--- src/rtl/mem_stage_pkg.sv ---
// Shared widths, load-type encodings and bus layouts for the MEM pipeline stage.
package mem_stage_pkg;

  localparam int EM_BUS_W  = 106;
  localparam int MW_BUS_W  = 102;
  localparam int WR_BUS_W  = 6;
  localparam int FWD_BUS_W = 39;

  typedef enum logic [2:0] {
    LD_W  = 3'd0,
    LD_B  = 3'd1,
    LD_H  = 3'd2,
    LD_BU = 3'd3,
    LD_HU = 3'd4
  } ld_type_e;

  typedef struct packed {
    logic [2:0]  ld_type;
    logic        res_from_mem;
    logic        gr_we;
    logic [4:0]  dest;
    logic [31:0] alu_result;
    logic [31:0] pc;
    logic [31:0] inst;
  } em_bus_t;

  typedef struct packed {
    logic [31:0] final_result;
    logic        gr_we;
    logic [4:0]  dest;
    logic [31:0] pc;
    logic [31:0] inst;
  } mw_bus_t;

endpackage

--- src/rtl/mem_stage_load_align.sv ---
// mem_load_align: combinational byte/halfword select and sign/zero extension of load data.
// Codes 5-7 and ld.w return the full word; low address bits are ignored for word access.
module mem_load_align
  import mem_stage_pkg::*;
(
  input  logic [31:0] rdata_sel,
  input  logic [1:0]  addr,
  input  logic [2:0]  ld_type,
  output logic [31:0] load_data
);

  logic [7:0]  byte_sel;
  logic [15:0] half_sel;

  always_comb begin
    byte_sel = rdata_sel[7:0];
    case (addr)
      2'd1:    byte_sel = rdata_sel[15:8];
      2'd2:    byte_sel = rdata_sel[23:16];
      2'd3:    byte_sel = rdata_sel[31:24];
      default: byte_sel = rdata_sel[7:0];
    endcase
    half_sel = addr[1] ? rdata_sel[31:16] : rdata_sel[15:0];

    load_data = rdata_sel;
    case (ld_type)
      LD_B:    load_data = {{24{byte_sel[7]}}, byte_sel};
      LD_H:    load_data = {{16{half_sel[15]}}, half_sel};
      LD_BU:   load_data = {24'd0, byte_sel};
      LD_HU:   load_data = {16'd0, half_sel};
      default: load_data = rdata_sel;
    endcase
  end

endmodule

--- src/rtl/mem_stage.sv ---
// mem_stage: MEM pipeline stage; 1 cycle accept-to-valid, stalls on WB_allow_in=0 keeping load data stable.
// Define MEM_STAGE_FWD_EN to add MEM_fwd_bus (forwarding and load-use info for ID).
module mem_stage
  import mem_stage_pkg::*;
(
  input  logic                clk,
  input  logic                resetn,
  input  logic                EXE_to_MEM_valid,
  input  logic [EM_BUS_W-1:0] EXE_to_MEM_bus,
  output logic                MEM_allow_in,
  input  logic [31:0]         data_sram_rdata,
  output logic                MEM_to_WB_valid,
  output logic [MW_BUS_W-1:0] MEM_to_WB_bus,
  input  logic                WB_allow_in,
  output logic [WR_BUS_W-1:0] MEM_wr_bus
`ifdef MEM_STAGE_FWD_EN
  ,
  output logic [FWD_BUS_W-1:0] MEM_fwd_bus
`endif
);

  logic        mem_valid_q, mem_valid_d;
  logic        first_cycle_q, first_cycle_d;
  em_bus_t     payload_q, payload_d;
  logic [31:0] rdata_hold_q, rdata_hold_d;

  logic        mem_ready_go;
  logic        accept;
  logic [31:0] rdata_sel;
  logic [31:0] load_data;
  logic [31:0] final_result;
  mw_bus_t     mw_bus;

  always_comb begin
    mem_ready_go  = 1'b1;
    MEM_allow_in  = ~mem_valid_q | (mem_ready_go & WB_allow_in);
    accept        = EXE_to_MEM_valid & MEM_allow_in;

    mem_valid_d   = MEM_allow_in ? EXE_to_MEM_valid : mem_valid_q;
    payload_d     = accept ? em_bus_t'(EXE_to_MEM_bus) : payload_q;
    first_cycle_d = accept;
    // SRAM data is only valid in the first cycle; afterwards the captured copy is used.
    rdata_hold_d  = first_cycle_q ? data_sram_rdata : rdata_hold_q;
    rdata_sel     = rdata_hold_d;
  end

  always_ff @(posedge clk or negedge resetn) begin
    if (!resetn) begin
      mem_valid_q   <= 1'b0;
      first_cycle_q <= 1'b0;
      payload_q     <= '0;
      rdata_hold_q  <= 32'd0;
    end else begin
      mem_valid_q   <= mem_valid_d;
      first_cycle_q <= first_cycle_d;
      payload_q     <= payload_d;
      rdata_hold_q  <= rdata_hold_d;
    end
  end

  mem_load_align u_load_align (
    .rdata_sel (rdata_sel),
    .addr      (payload_q.alu_result[1:0]),
    .ld_type   (payload_q.ld_type),
    .load_data (load_data)
  );

  always_comb begin
    final_result        = payload_q.res_from_mem ? load_data : payload_q.alu_result;
    mw_bus.final_result = final_result;
    mw_bus.gr_we        = payload_q.gr_we;
    mw_bus.dest         = payload_q.dest;
    mw_bus.pc           = payload_q.pc;
    mw_bus.inst         = payload_q.inst;

    MEM_to_WB_valid = mem_valid_q & mem_ready_go;
    MEM_to_WB_bus   = mw_bus;
    MEM_wr_bus      = {payload_q.gr_we & mem_valid_q, payload_q.dest};
  end

`ifdef MEM_STAGE_FWD_EN
  assign MEM_fwd_bus = {mem_valid_q & payload_q.gr_we, mem_valid_q & payload_q.res_from_mem,
                        payload_q.dest, final_result};
`endif

endmodule

--- config.mk ---
export PLATFORM = sky130hd
export DESIGN_NAME = mem_stage
export DESIGN_NICKNAME = d
export VERILOG_FILES = /design/src/rtl/mem_stage_pkg.sv /design/src/rtl/mem_stage_load_align.sv /design/src/rtl/mem_stage.sv
export SDC_FILE = /design/constraint.sdc
export NUM_CORES = 1
export LEC_CHECK = 0
export BUFFER_PORTS_ARGS = -buffer_cell sky130_fd_sc_hd__buf_2
export CAP_MARGIN = 40
export CORE_ASPECT_RATIO = 0.75
export CORE_MARGIN = 1.5
export CORE_UTILIZATION = 40
export CTS_CLUSTER_SIZE = 16
export DETAILED_ROUTE_END_ITERATION = 12
export PLACE_DENSITY = 0.77
export SLEW_MARGIN = 30
export SYNTH_ARGS = -nofsm -noshare
export SYNTH_HDL_FRONTEND = slang
export SYNTH_SLANG_ARGS = --single-unit
export TNS_END_PERCENT = 5
--- constraint.sdc ---
create_clock -name clk -period 2.7 [get_ports clk]
set_input_delay 0.54 -clock clk [delete_from_list [all_inputs] [get_ports clk]]
set_output_delay 0.54 -clock clk [all_outputs]
set_load 0.05 [all_outputs]
==> results of run 1 <==
==> critical path, stage by stage (launching register included) <==
cell and delay (ps):
dfrtp_2 390, buf_12 130, buf_12 200, mux2i_4 290, inv_1 120, a221oi_1 360, a41oi_2 180, buf_4 220
==> layout by cell type, fill, tap and decap left out, drive strengths merged, types with 2 or more instances in the layout <==
master,netlist,final
a211o,3,3
a21oi,6,6
a221oi,2,2
nand2,16,16
a211oi,5,5
or2,7,7
o21ai,13,13
o31ai,5,5
nor3,6,6
o32a,17,17
a31oi,8,8
mux2,126,126
a21o,10,10
o22ai,4,4
bufinv,0,3
and2,4,4
clkinvlp,0,4
a32oi,2,2
nand2b,3,3
o221ai,3,3
nor2,12,12
dfrtp,140,140
a41oi,2,2
o211ai,3,3
mux2i,11,11
clkbuf,9,17
buf,104,289
inv,12,15
clkinv,0,4
a22oi,5,5
mux4,10,10
==> kinds of logic after synthesis <==
logic type / after synthesis / synth area share [%]
multiplexers: 147 / 25.1
AO/OA/AOI/OAI: 90 / 9.56
AND/OR/NAND/NOR: 53 / 3.87
XOR/XNOR: 1 / 0.124
flip-flops: 140 / 49.8
buffers and inverters: 125 / 11.6
==> path summary, 6_finish.rpt <==
check | from | to | depth (start not counted)
max in group asynchronous | resetn | MEM_to_WB_bus[66]$_DFFE_PN0P_ | 2
max reg2reg | MEM_to_WB_valid$_DFFE_PN0N_ | payload_q[94]$_DFFE_PN0P_ | 4
min | resetn | MEM_to_WB_bus[14]$_DFFE_PN0P_ | 1
min reg2reg | MEM_to_WB_bus[30]$_DFFE_PN0P_ | MEM_to_WB_bus[30]$_DFFE_PN0P_ | 1
min in group clk | EXE_to_MEM_valid | MEM_to_WB_valid$_DFFE_PN0N_ | 2
max | first_cycle_q$_DFF_PN0_ | MEM_to_WB_bus[83] | 7
==> sequential cells by signal, indices dropped and copies added, names as in the netlist <==
name,count
payload_q,36
MEM_to_WB_bus,70
MEM_to_WB_valid,1
rdata_hold_q,32
first_cycle_q,1
==> through the flow <==
step | setup slack, ps | setup TNS (ps)
after floorplan | -375 | -2190
after global placement | -36.0 | -350
after detailed placement | 42.8 | 0
after CTS | -143 | -2450
after global routing | -249 | -5340
final | -160 | -2230
==> timing repair <==
item                       4_1_cts  5_1_grt
gates cloned                     1        0
pin swaps                       18        6
setup endpoints to repair       32       32
buffers inserted                 5        0
resized for setup               69       12
==> layer usage <==
metal	vias to the layer above	GRT usage, %	part of all wire, %
li1	2342	-	-
met1	2441	27.9	45
met2	236	30.1	45
met3	29	7.22	8.5
met4	6	6.55	1.7
met5	-	0	0.23
==> final cells by class <==
| cell class | instances | area [sq um] | share of cell area [%] |
|---|---|---|---|
| clock buffer | 17 | 425 | 4.60 |
| inverter | 12 | 45.0 | 0.487 |
| multi-input combinational | 291 | 2920 | 31.6 |
| tap | 236 | 295 | 3.19 |
| clock inverter | 14 | 170 | 1.84 |
| timing repair buffer | 289 | 1880 | 20.4 |
| antenna | 1 | 2.50 | 0.0271 |
| sequential | 140 | 3500 | 37.9 |
==> Yosys cell counts, types with 6 or more instances <==
master / instances / share of area, %
nor3_1: 6 / 0.43
inv_1: 11 / 0.59
o21ai_1: 7 / 0.50
a21o_1: 10 / 1.1
or2_2: 7 / 0.62
a31oi_1: 8 / 0.71
nor2_1: 12 / 0.64
mux2_2: 125 / 20
buf_4: 77 / 8.2
o21ai_0: 6 / 0.43
a21oi_1: 6 / 0.43
clkbuf_1: 9 / 0.48
o32a_1: 17 / 2.4
mux2i_1: 10 / 1.4
mux4_2: 10 / 3.2
nand2_1: 16 / 0.85
dfrtp_1: 140 / 50
buf_2: 23 / 1.6
==> where the power goes <==
part	switching [uW]	total, uW	internal [uW]	leakage, uW
clock	913	2360	1450	0.000282
combinational	1900	3010	1100	0.00227
sequential	173	2580	2410	0.00164
total	2990	7950	4960	0.00419
==> impl_metrics.env, run 1 <==
export IMPL_outcome="finished with violations"
export IMPL_violations="setup timing"
export IMPL_maxSlewViolCount=0
export IMPL_fin_area_sq_mm=0.00925
export IMPL_synth_cell_types=42
export IMPL_tightest_slew_ps=517
export IMPL_layout_setup_ws_ps=-160
export IMPL_syn_num_nets=698
export IMPL_synthArstFlopShare_pct=100
export IMPL_port_buffers=251
export IMPL_regToRegSetupSlack_ps=940
export IMPL_nets=893
export IMPL_yosysWarnings=0
export IMPL_postSynthCellCount=556
export IMPL_cts_htree_levels=4
export IMPL_power_leakage_uw=0.00419
export IMPL_hold_buffers=0
export IMPL_finalCritPeriodShare_pct=106
export IMPL_ir_drop_v=0.000430
export IMPL_drive_above_1_share_pct=65.3
export IMPL_grt_pass1_vias=5307
export IMPL_max_slew_margin_pct=65.5
export IMPL_worstPathMaxFanout=27
export IMPL_syn2layout_area_growth_pct=31.3
export IMPL_drt_iter0_drc=300
export IMPL_numCtsBuffers=17
export IMPL_die_area_sq_mm=0.0184
export IMPL_gp_congestion=0.885
export IMPL_cts_tree="yes"
export IMPL_cp_start_kind="register"
export IMPL_finalHoldViolations=0
export IMPL_fmax_mhz=350
export IMPL_rsz0062_at_grt="yes"
export IMPL_synth_flop_cell="dfrtp_1"
export IMPL_first_pass_iters=5
export IMPL_final_cell_count_no_fill=1000
export IMPL_maxCapViolCount=0
export IMPL_crit_arrival_ps=2320
export IMPL_final_core_util_pct=54.3
export IMPL_dp_cells=962
export IMPL_vias_per_cell=5.05
export IMPL_drcViolationCount=0
export IMPL_wire_per_inst_um=18.0
export IMPL_netlist_area_sq_mm=0.00704
export IMPL_antenna_found_initial=4
export IMPL_skew_ps=7.00
export IMPL_setup_violations_final=28
export IMPL_avgSynthCellArea_sq_um=12.7
export IMPL_critPathKind="register to output pin"
export IMPL_totalWireLength_um=18000
export IMPL_vias=5054
export IMPL_cts_clk_slew_worst_paths_ps=60
export IMPL_cts_root_buf="clkbuf_16"
export IMPL_ant_nets=0
export IMPL_required_ps=2160
export IMPL_die_y_um=118
export IMPL_grt_overflow=0
export IMPL_initial_core_util_pct=41.3
export IMPL_row_count=41
export IMPL_grt_first_pass_wirelength_um=28700
export IMPL_synth_seq_area_share_pct=49.8
export IMPL_dpl_cell_area_sq_mm=0.00825
export IMPL_hpwl_um=13100
export IMPL_ios=252
export IMPL_power_total_uw=7950
export IMPL_cp_end_kind="output pin"
export IMPL_die_width_um=156
export IMPL_clkSinkCount=140
export IMPL_core_sq_mm=0.0170
export IMPL_p_per_area_mw_per_mm2=860
export IMPL_fillCellCount=1442
export IMPL_synth_edf_count=0
export IMPL_insertion_delay_ps=410
export IMPL_synth_seq_cells=140
export IMPL_hold_ws_ps=65.8
export IMPL_clockBufferDepth=2
export IMPL_track_usage_pct=20.4
export IMPL_hold_path_class="input port to async pin"
export IMPL_grt_start_max_net_pins=55
export IMPL_period_needed_ps=2860
No activity file was read; power rests on OpenSTA's default activity.
==> run 2: changes to the inputs <==
- CORE_UTILIZATION: 40 -> 29
- PLACE_DENSITY: 0.77 -> 0.61
- SETUP_SLACK_MARGIN: default -> 0.15
- SYNTH_HIERARCHICAL: default -> 1
==> impl_metrics.env, run 2 <==
export IMPL_cts_htree_levels=4
export IMPL_ant_nets=0
export IMPL_top_usage_layer="met1"
export IMPL_hold_buffers=0
export IMPL_finalHoldViolations=0
export IMPL_core_sq_mm=0.0250
export IMPL_cellInternalPower_uw=5350
export IMPL_use_met2_pct=20.8
export IMPL_vias_per_cell=4.56
export IMPL_fin_area_sq_mm=0.00993
export IMPL_numCtsBuffers=17
export IMPL_clockBufferDepth=2
export IMPL_clkSinkCount=140
export IMPL_maxSlewViolCount=0
export IMPL_synth_compound_area_share_pct=5.84
export IMPL_swShare_pct=37.2
export IMPL_initial_core_util_pct=29.6
export IMPL_pwr_share_clk_pct=29.3
export IMPL_violations="setup timing"
export IMPL_port_buffers=251
export IMPL_outcome="finished with violations"
export IMPL_crit_top_cell="buf_4"
export IMPL_crit_arrival_ps=2810
export IMPL_die_width_um=188
export IMPL_final_cell_count_no_fill=1137
export IMPL_setup_violations_final=32
export IMPL_power_switching_uw=3170
export IMPL_fmax_mhz=298
export IMPL_drive_above_1_share_pct=69.4
export IMPL_largest_register_ffs=70
export IMPL_critPathKind="register to output pin"
export IMPL_drt_iter0_drc=251
export IMPL_synth_top_family_by_area="multiplexers"
export IMPL_power_leakage_uw=0.00469
export IMPL_grt_start_max_net_pins=63
export IMPL_final_common_cell="buf_2"
export IMPL_die_area_sq_mm=0.0266
export IMPL_yosysTopAreaCellShare_pct=47.2
export IMPL_grt_pass1_vias=5253
export IMPL_gp_congestion=0.854
export IMPL_pwr_share_seq_pct=30.3
export IMPL_maxCapViolCount=0
export IMPL_synthAdderAreaFrac_pct=0
export IMPL_synth_area_leaders="dfrtp_1 (47%), mux2_2 (21%), buf_4 (7.6%)"
export IMPL_dp_worst_setup_slack_ps=-435
export IMPL_grt_overflow=0
export IMPL_final_cell_mix="buf_2 (222), dfrtp_1 (138), mux2_2 (110)"
export IMPL_synth_area_leader_cell="dfrtp_1"
export IMPL_slowest_stage="dfrtp_2"
export IMPL_netlist_area_sq_mm=0.00742
export IMPL_wire_per_inst_um=17.8
export IMPL_rsz0062_at_grt="yes"
export IMPL_fin_tns_setup_ps=-18120
export IMPL_final_core_util_pct=39.7
export IMPL_cp_start_kind="register"
export IMPL_fillCellCount=2452
export IMPL_grt_first_pass_wirelength_um=30800
export IMPL_critPathMaxStageDelay_ps=460
export IMPL_dpl_cell_area_sq_mm=0.00899
export IMPL_hpwl_um=15100
export IMPL_first_pass_iters=4
export IMPL_worstPathMaxFanout=6
export IMPL_cp_buffers_inverters=2
export IMPL_vias=5189
export IMPL_gr_usage_met1_pct=22.7
export IMPL_finalCritPeriodShare_pct=124
export IMPL_die_y_um=142
export IMPL_totalWireLength_um=20200
export IMPL_track_usage_pct=15.5
export IMPL_skew_ps=8.00
export IMPL_row_count=50
export IMPL_synthArstFlopShare_pct=100
export IMPL_synthSimpleGateAreaFrac_pct=5.85
export IMPL_max_slew_margin_pct=52.3
export IMPL_ios=252
export IMPL_critPathTopFamily="multiplexers"
export IMPL_gr_usage_met3_pct=5.19
export IMPL_ir_drop_v=0.000729
export IMPL_p_per_area_mw_per_mm2=858
export IMPL_tightest_slew_ps=712
export IMPL_synthTopCellsByCount="mux2_2 (141), dfrtp_1 (140), buf_4 (75), mux2_4 (29), buf_2 (20)"
export IMPL_synth_cell_types=46
export IMPL_nets=926
export IMPL_synth_flop_cell="dfrtp_1"
export IMPL_cts_clk_slew_worst_paths_ps=60
export IMPL_synthMuxAreaShare_pct=29.8
export IMPL_cp_end_kind="output pin"
export IMPL_cp_cell_sequence="buf_4 -> mux2_2 -> mux4_2 -> and2_1 -> a221o_1 -> mux2_4 -> buf_4"
export IMPL_required_ps=2160
export IMPL_cts_tree="yes"
export IMPL_cts_root_buf="clkbuf_16"
export IMPL_yosysWarnings=6
export IMPL_synth_seq_cells=140
export IMPL_syn_num_nets=703
export IMPL_drcViolationCount=0
export IMPL_avgSynthCellArea_sq_um=13.2
export IMPL_syn2layout_area_growth_pct=33.9
export IMPL_synth_seq_area_share_pct=47.2
export IMPL_synth_xor_area_share_pct=0.118
export IMPL_period_needed_ps=3350
export IMPL_antenna_found_initial=1
export IMPL_hold_path_class="input port to async pin"
export IMPL_layout_setup_ws_ps=-652
export IMPL_dp_cells=1102
export IMPL_postSynthCellCount=561
export IMPL_synth_most_common_cell="mux2_2"
export IMPL_insertion_delay_ps=430
export IMPL_synth_edf_count=0
export IMPL_combPwrFrac_pct=40.4
run 2: cell count changes in the layout (fill, tap and decap cells not counted), moves of 9 or more:
cell	change
mux2_2	-15
mux2_4	+60
buf_4	+24
buf_6	+9
a21o_1	-10
nor2_1	-9
nand2_1	-11
nand3_1	+9
o32a_1	-17
o21ai_0	+12
run 2: worst reg2reg max path, delay by kind of cell (launching register included):
kind	cells	cell delay, ps
buffers and inverters	1	300
DFF	1	410
muxes	1	460
and+or+nand+nor	2	260
run 2: kinds of logic (layout without fill, tap and decap cells):
kind of cell | after synthesis | after routing
buffers and inverters | 118 | 354
other | 0 | 2
XOR/XNOR | 1 | 1
flip-flops | 140 | 140
AO/OA/AOI/OAI | 58 | 58
multiplexers | 178 | 178
AND/OR/NAND/NOR | 66 | 66
run 2: layer usage:
layer | routed length (um) | vias to the layer above | share of wire (%)
li1 | - | 2423 | -
met1 | 9510 | 2542 | 47
met2 | 8350 | 205 | 41
met3 | 1970 | 19 | 9.7
met4 | 364 | 0 | 1.8
met5 | 0 | - | 0
run 2: final timing paths:
path                                          startpoint                       endpoint  slack [ps]  depth (start not counted)
max                              first_cycle_q$_DFF_PN0_              MEM_to_WB_bus[75]        -650                          7
min                                               resetn      payload_q[69]$_DFFE_PN0P_          80                          1
max reg2reg                  MEM_to_WB_valid$_DFFE_PN0P_      payload_q[81]$_DFFE_PN0P_        1150                          4
min reg2reg                MEM_to_WB_bus[45]$_DFFE_PN0P_  MEM_to_WB_bus[45]$_DFFE_PN0P_         500                          1
max in group asynchronous                         resetn     payload_q[102]$_DFFE_PN0P_        1950                          2
min in group clk                        EXE_to_MEM_valid    MEM_to_WB_valid$_DFFE_PN0P_         320                          2
run 2: final cells by class:
type	count	area, sq um	area share (%)
inverter	2	7.51	0.0756
antenna	2	5.00	0.0504
multi-input combinational	303	3310	33.3
clock inverter	9	133	1.34
tap	338	423	4.26
timing repair buffer	320	2050	20.7
clock buffer	23	498	5.01
sequential	140	3510	35.3
run 2: power groups by stage:
| stage | combinational, uW | sequential (uW) | clock, uW |
|---|---|---|---|
| after CTS | 3410 | 2580 | 2580 |
| final | 3440 | 2580 | 2500 |
| after floorplan | 2550 | 2550 | 0 |
| after detailed placement | 3200 | 2610 | 0 |
| after global placement | 3180 | 2600 | 0 |
| after global routing | 3610 | 2620 | 2670 |
run 2: timing repair:
action                     in CTS  in global routing
cloned                          1                  0
pin swaps                       4                  1
setup endpoints to repair      32                 32
buffers inserted                0                  0
resized for setup              75                 18
run 2: through the flow:
step	hold WS (ps)	total power (uW)
floorplan	244	5090
global placement	484	5780
detailed placement	487	5810
CTS	79.4	8570
global route	96.6	8900
finish	76.5	8520
==> run 3: changes to the inputs <==
- CELL_PAD_IN_SITES_DETAIL_PLACEMENT: default -> 2
- CELL_PAD_IN_SITES_GLOBAL_PLACEMENT: default -> 2
- PLACE_DENSITY: 0.61 -> 0.83
- RECOVER_POWER: default -> 100
==> impl_metrics.env, run 3 (same netlist as run 2, synthesis figures left out) <==
export IMPL_nets=931
export IMPL_tightest_slew_ps=1360
export IMPL_die_y_um=142
export IMPL_grt_start_max_net_pins=52
export IMPL_drt_iter0_drc=211
export IMPL_die_width_um=188
export IMPL_drive_above_1_share_pct=68.8
export IMPL_numCtsBuffers=17
export IMPL_final_common_cell="buf_2"
export IMPL_skew_ps=7.20
export IMPL_final_seq_area_sq_mm=0.00351
export IMPL_cts_root_buf="clkbuf_16"
export IMPL_track_usage_pct=19.2
export IMPL_cts_clk_slew_worst_paths_ps=60
export IMPL_maxSlewViolCount=0
export IMPL_ir_drop_v=0.000452
export IMPL_hold_ws_ps=333
export IMPL_worstPathMaxFanout=9
export IMPL_dpl_cell_area_sq_mm=0.00898
export IMPL_outcome="finished with violations"
export IMPL_grt_pass1_vias=6014
export IMPL_ios=252
export IMPL_crit_arrival_ps=2880
export IMPL_final_core_util_pct=39.3
export IMPL_multi_input_area_sq_mm=0.00328
export IMPL_cts_tree="yes"
export IMPL_cp_start_kind="register"
export IMPL_period_needed_ps=3420
export IMPL_required_ps=2160
export IMPL_critPathKind="register to output pin"
export IMPL_vias=5444
export IMPL_gp_congestion=0.806
export IMPL_finalHoldViolations=0
export IMPL_port_buffers=251
export IMPL_totalWireLength_um=25300
export IMPL_largest_register_ffs=70
export IMPL_rsz0062_at_grt="yes"
export IMPL_critPathTopFamily="multiplexers"
export IMPL_slowest_stage="mux4_2"
export IMPL_cts_htree_levels=4
export IMPL_p_per_area_mw_per_mm2=878
export IMPL_core_sq_mm=0.0250
export IMPL_critPathMaxStageDelay_ps=470
export IMPL_clockBufferDepth=2
export IMPL_die_area_sq_mm=0.0266
export IMPL_fin_tns_setup_ps=-20640
export IMPL_row_count=50
export IMPL_finalCritPeriodShare_pct=127
export IMPL_layout_setup_ws_ps=-718
export IMPL_first_pass_iters=5
export IMPL_fmax_mhz=293
export IMPL_cp_end_kind="output pin"
export IMPL_power_total_uw=8630
export IMPL_syn2layout_area_growth_pct=32.5
export IMPL_setup_violations_final=32
export IMPL_initial_core_util_pct=29.6
export IMPL_clkSinkCount=140
export IMPL_power_leakage_uw=0.00462
export IMPL_insertion_delay_ps=430
export IMPL_grt_overflow=0
export IMPL_cp_cell_sequence="buf_12 -> buf_4 -> mux2_2 -> mux4_2 -> and2_0 -> a221o_1 -> mux2_4 -> buf_2"
export IMPL_final_cell_mix="buf_2 (237), dfrtp_1 (138), mux2_2 (116)"
export IMPL_hpwl_um=18800
export IMPL_fillCellCount=2607
export IMPL_drcViolationCount=0
export IMPL_vias_per_cell=4.78
export IMPL_fin_area_sq_mm=0.00983
export IMPL_grt_first_pass_wirelength_um=37800
export IMPL_hold_buffers=0
export IMPL_violations="setup timing"
export IMPL_cp_buffers_inverters=3
export IMPL_antenna_found_initial=4
export IMPL_maxCapViolCount=0
export IMPL_ant_nets=0
export IMPL_wire_per_inst_um=22.2
export IMPL_hold_path_class="input port to register"
export IMPL_max_slew_margin_pct=9.02
## run 3: cell types whose count changed in the layout (fill, tap and decap cells not counted), sizes merged
cell      delta
clkinv       +2
bufinv       +2
buf          -6
clkinvlp     -2
clkbuf       +7
## run 3: area by class of cell
class                   instances  area share (%)
flip-flops and latches        140            35.7
multi-input cells             303            33.3
repair buffers                325            20.0
clock buffers                  19            4.61
well taps                     338            4.30
clock inverters                11            1.95
inverters                       2          0.0764
diodes                          2          0.0509
## run 3: path summary, 6_finish.rpt
kind / start / to / slack (ps) / depth (start not counted)
min in group asynchronous: resetn / payload_q[68]$_DFFE_PN0P_ / 360 / 1
hold reg to reg: MEM_to_WB_bus[33]$_DFFE_PN0P_ / MEM_to_WB_bus[33]$_DFFE_PN0P_ / 500 / 1
setup / recovery: first_cycle_q$_DFF_PN0_ / MEM_to_WB_bus[74] / -720 / 8
hold / removal: EXE_to_MEM_valid / MEM_to_WB_valid$_DFFE_PN0P_ / 330 / 2
max in group asynchronous: resetn / first_cycle_q$_DFF_PN0_ / 270 / 2
setup reg to reg: MEM_to_WB_valid$_DFFE_PN0P_ / payload_q[94]$_DFFE_PN0P_ / 980 / 4
## run 3: routing by layer
metal	global-route usage (%)	share of wire [%]	vias to the layer above
li1	-	-	2416
met1	24.3	43	2785
met2	31.9	49	219
met3	6.21	6.9	22
met4	4.55	0.98	2
met5	0	0.063	-
## run 3: repair_timing
item	in CTS	in global routing
setup buffers	0	6
hold endpoints to repair	0	0
gates cloned	0	1
pin swaps	2	3
gates resized for setup	27	21
endpoints found under the setup margin	32	32
## run 3: through the flow
stage / worst slack (ps) / std cells
6_report: -718 / 1140
5_1_grt: -784 / 1138
4_1_cts: -746 / 1131
3_5_place_dp: -504 / 1101
3_3_place_gp: -429 / 1101
2_1_floorplan: 23.4 / 561
## run 3: power breakdown
part	switching (uW)	internal [uW]	total, uW	leakage (uW)
Combinational	2170	1260	3420	0.00267
Sequential	163	2410	2570	0.00164
Clock	958	1680	2640	0.000319
Total	3290	5340	8630	0.00462
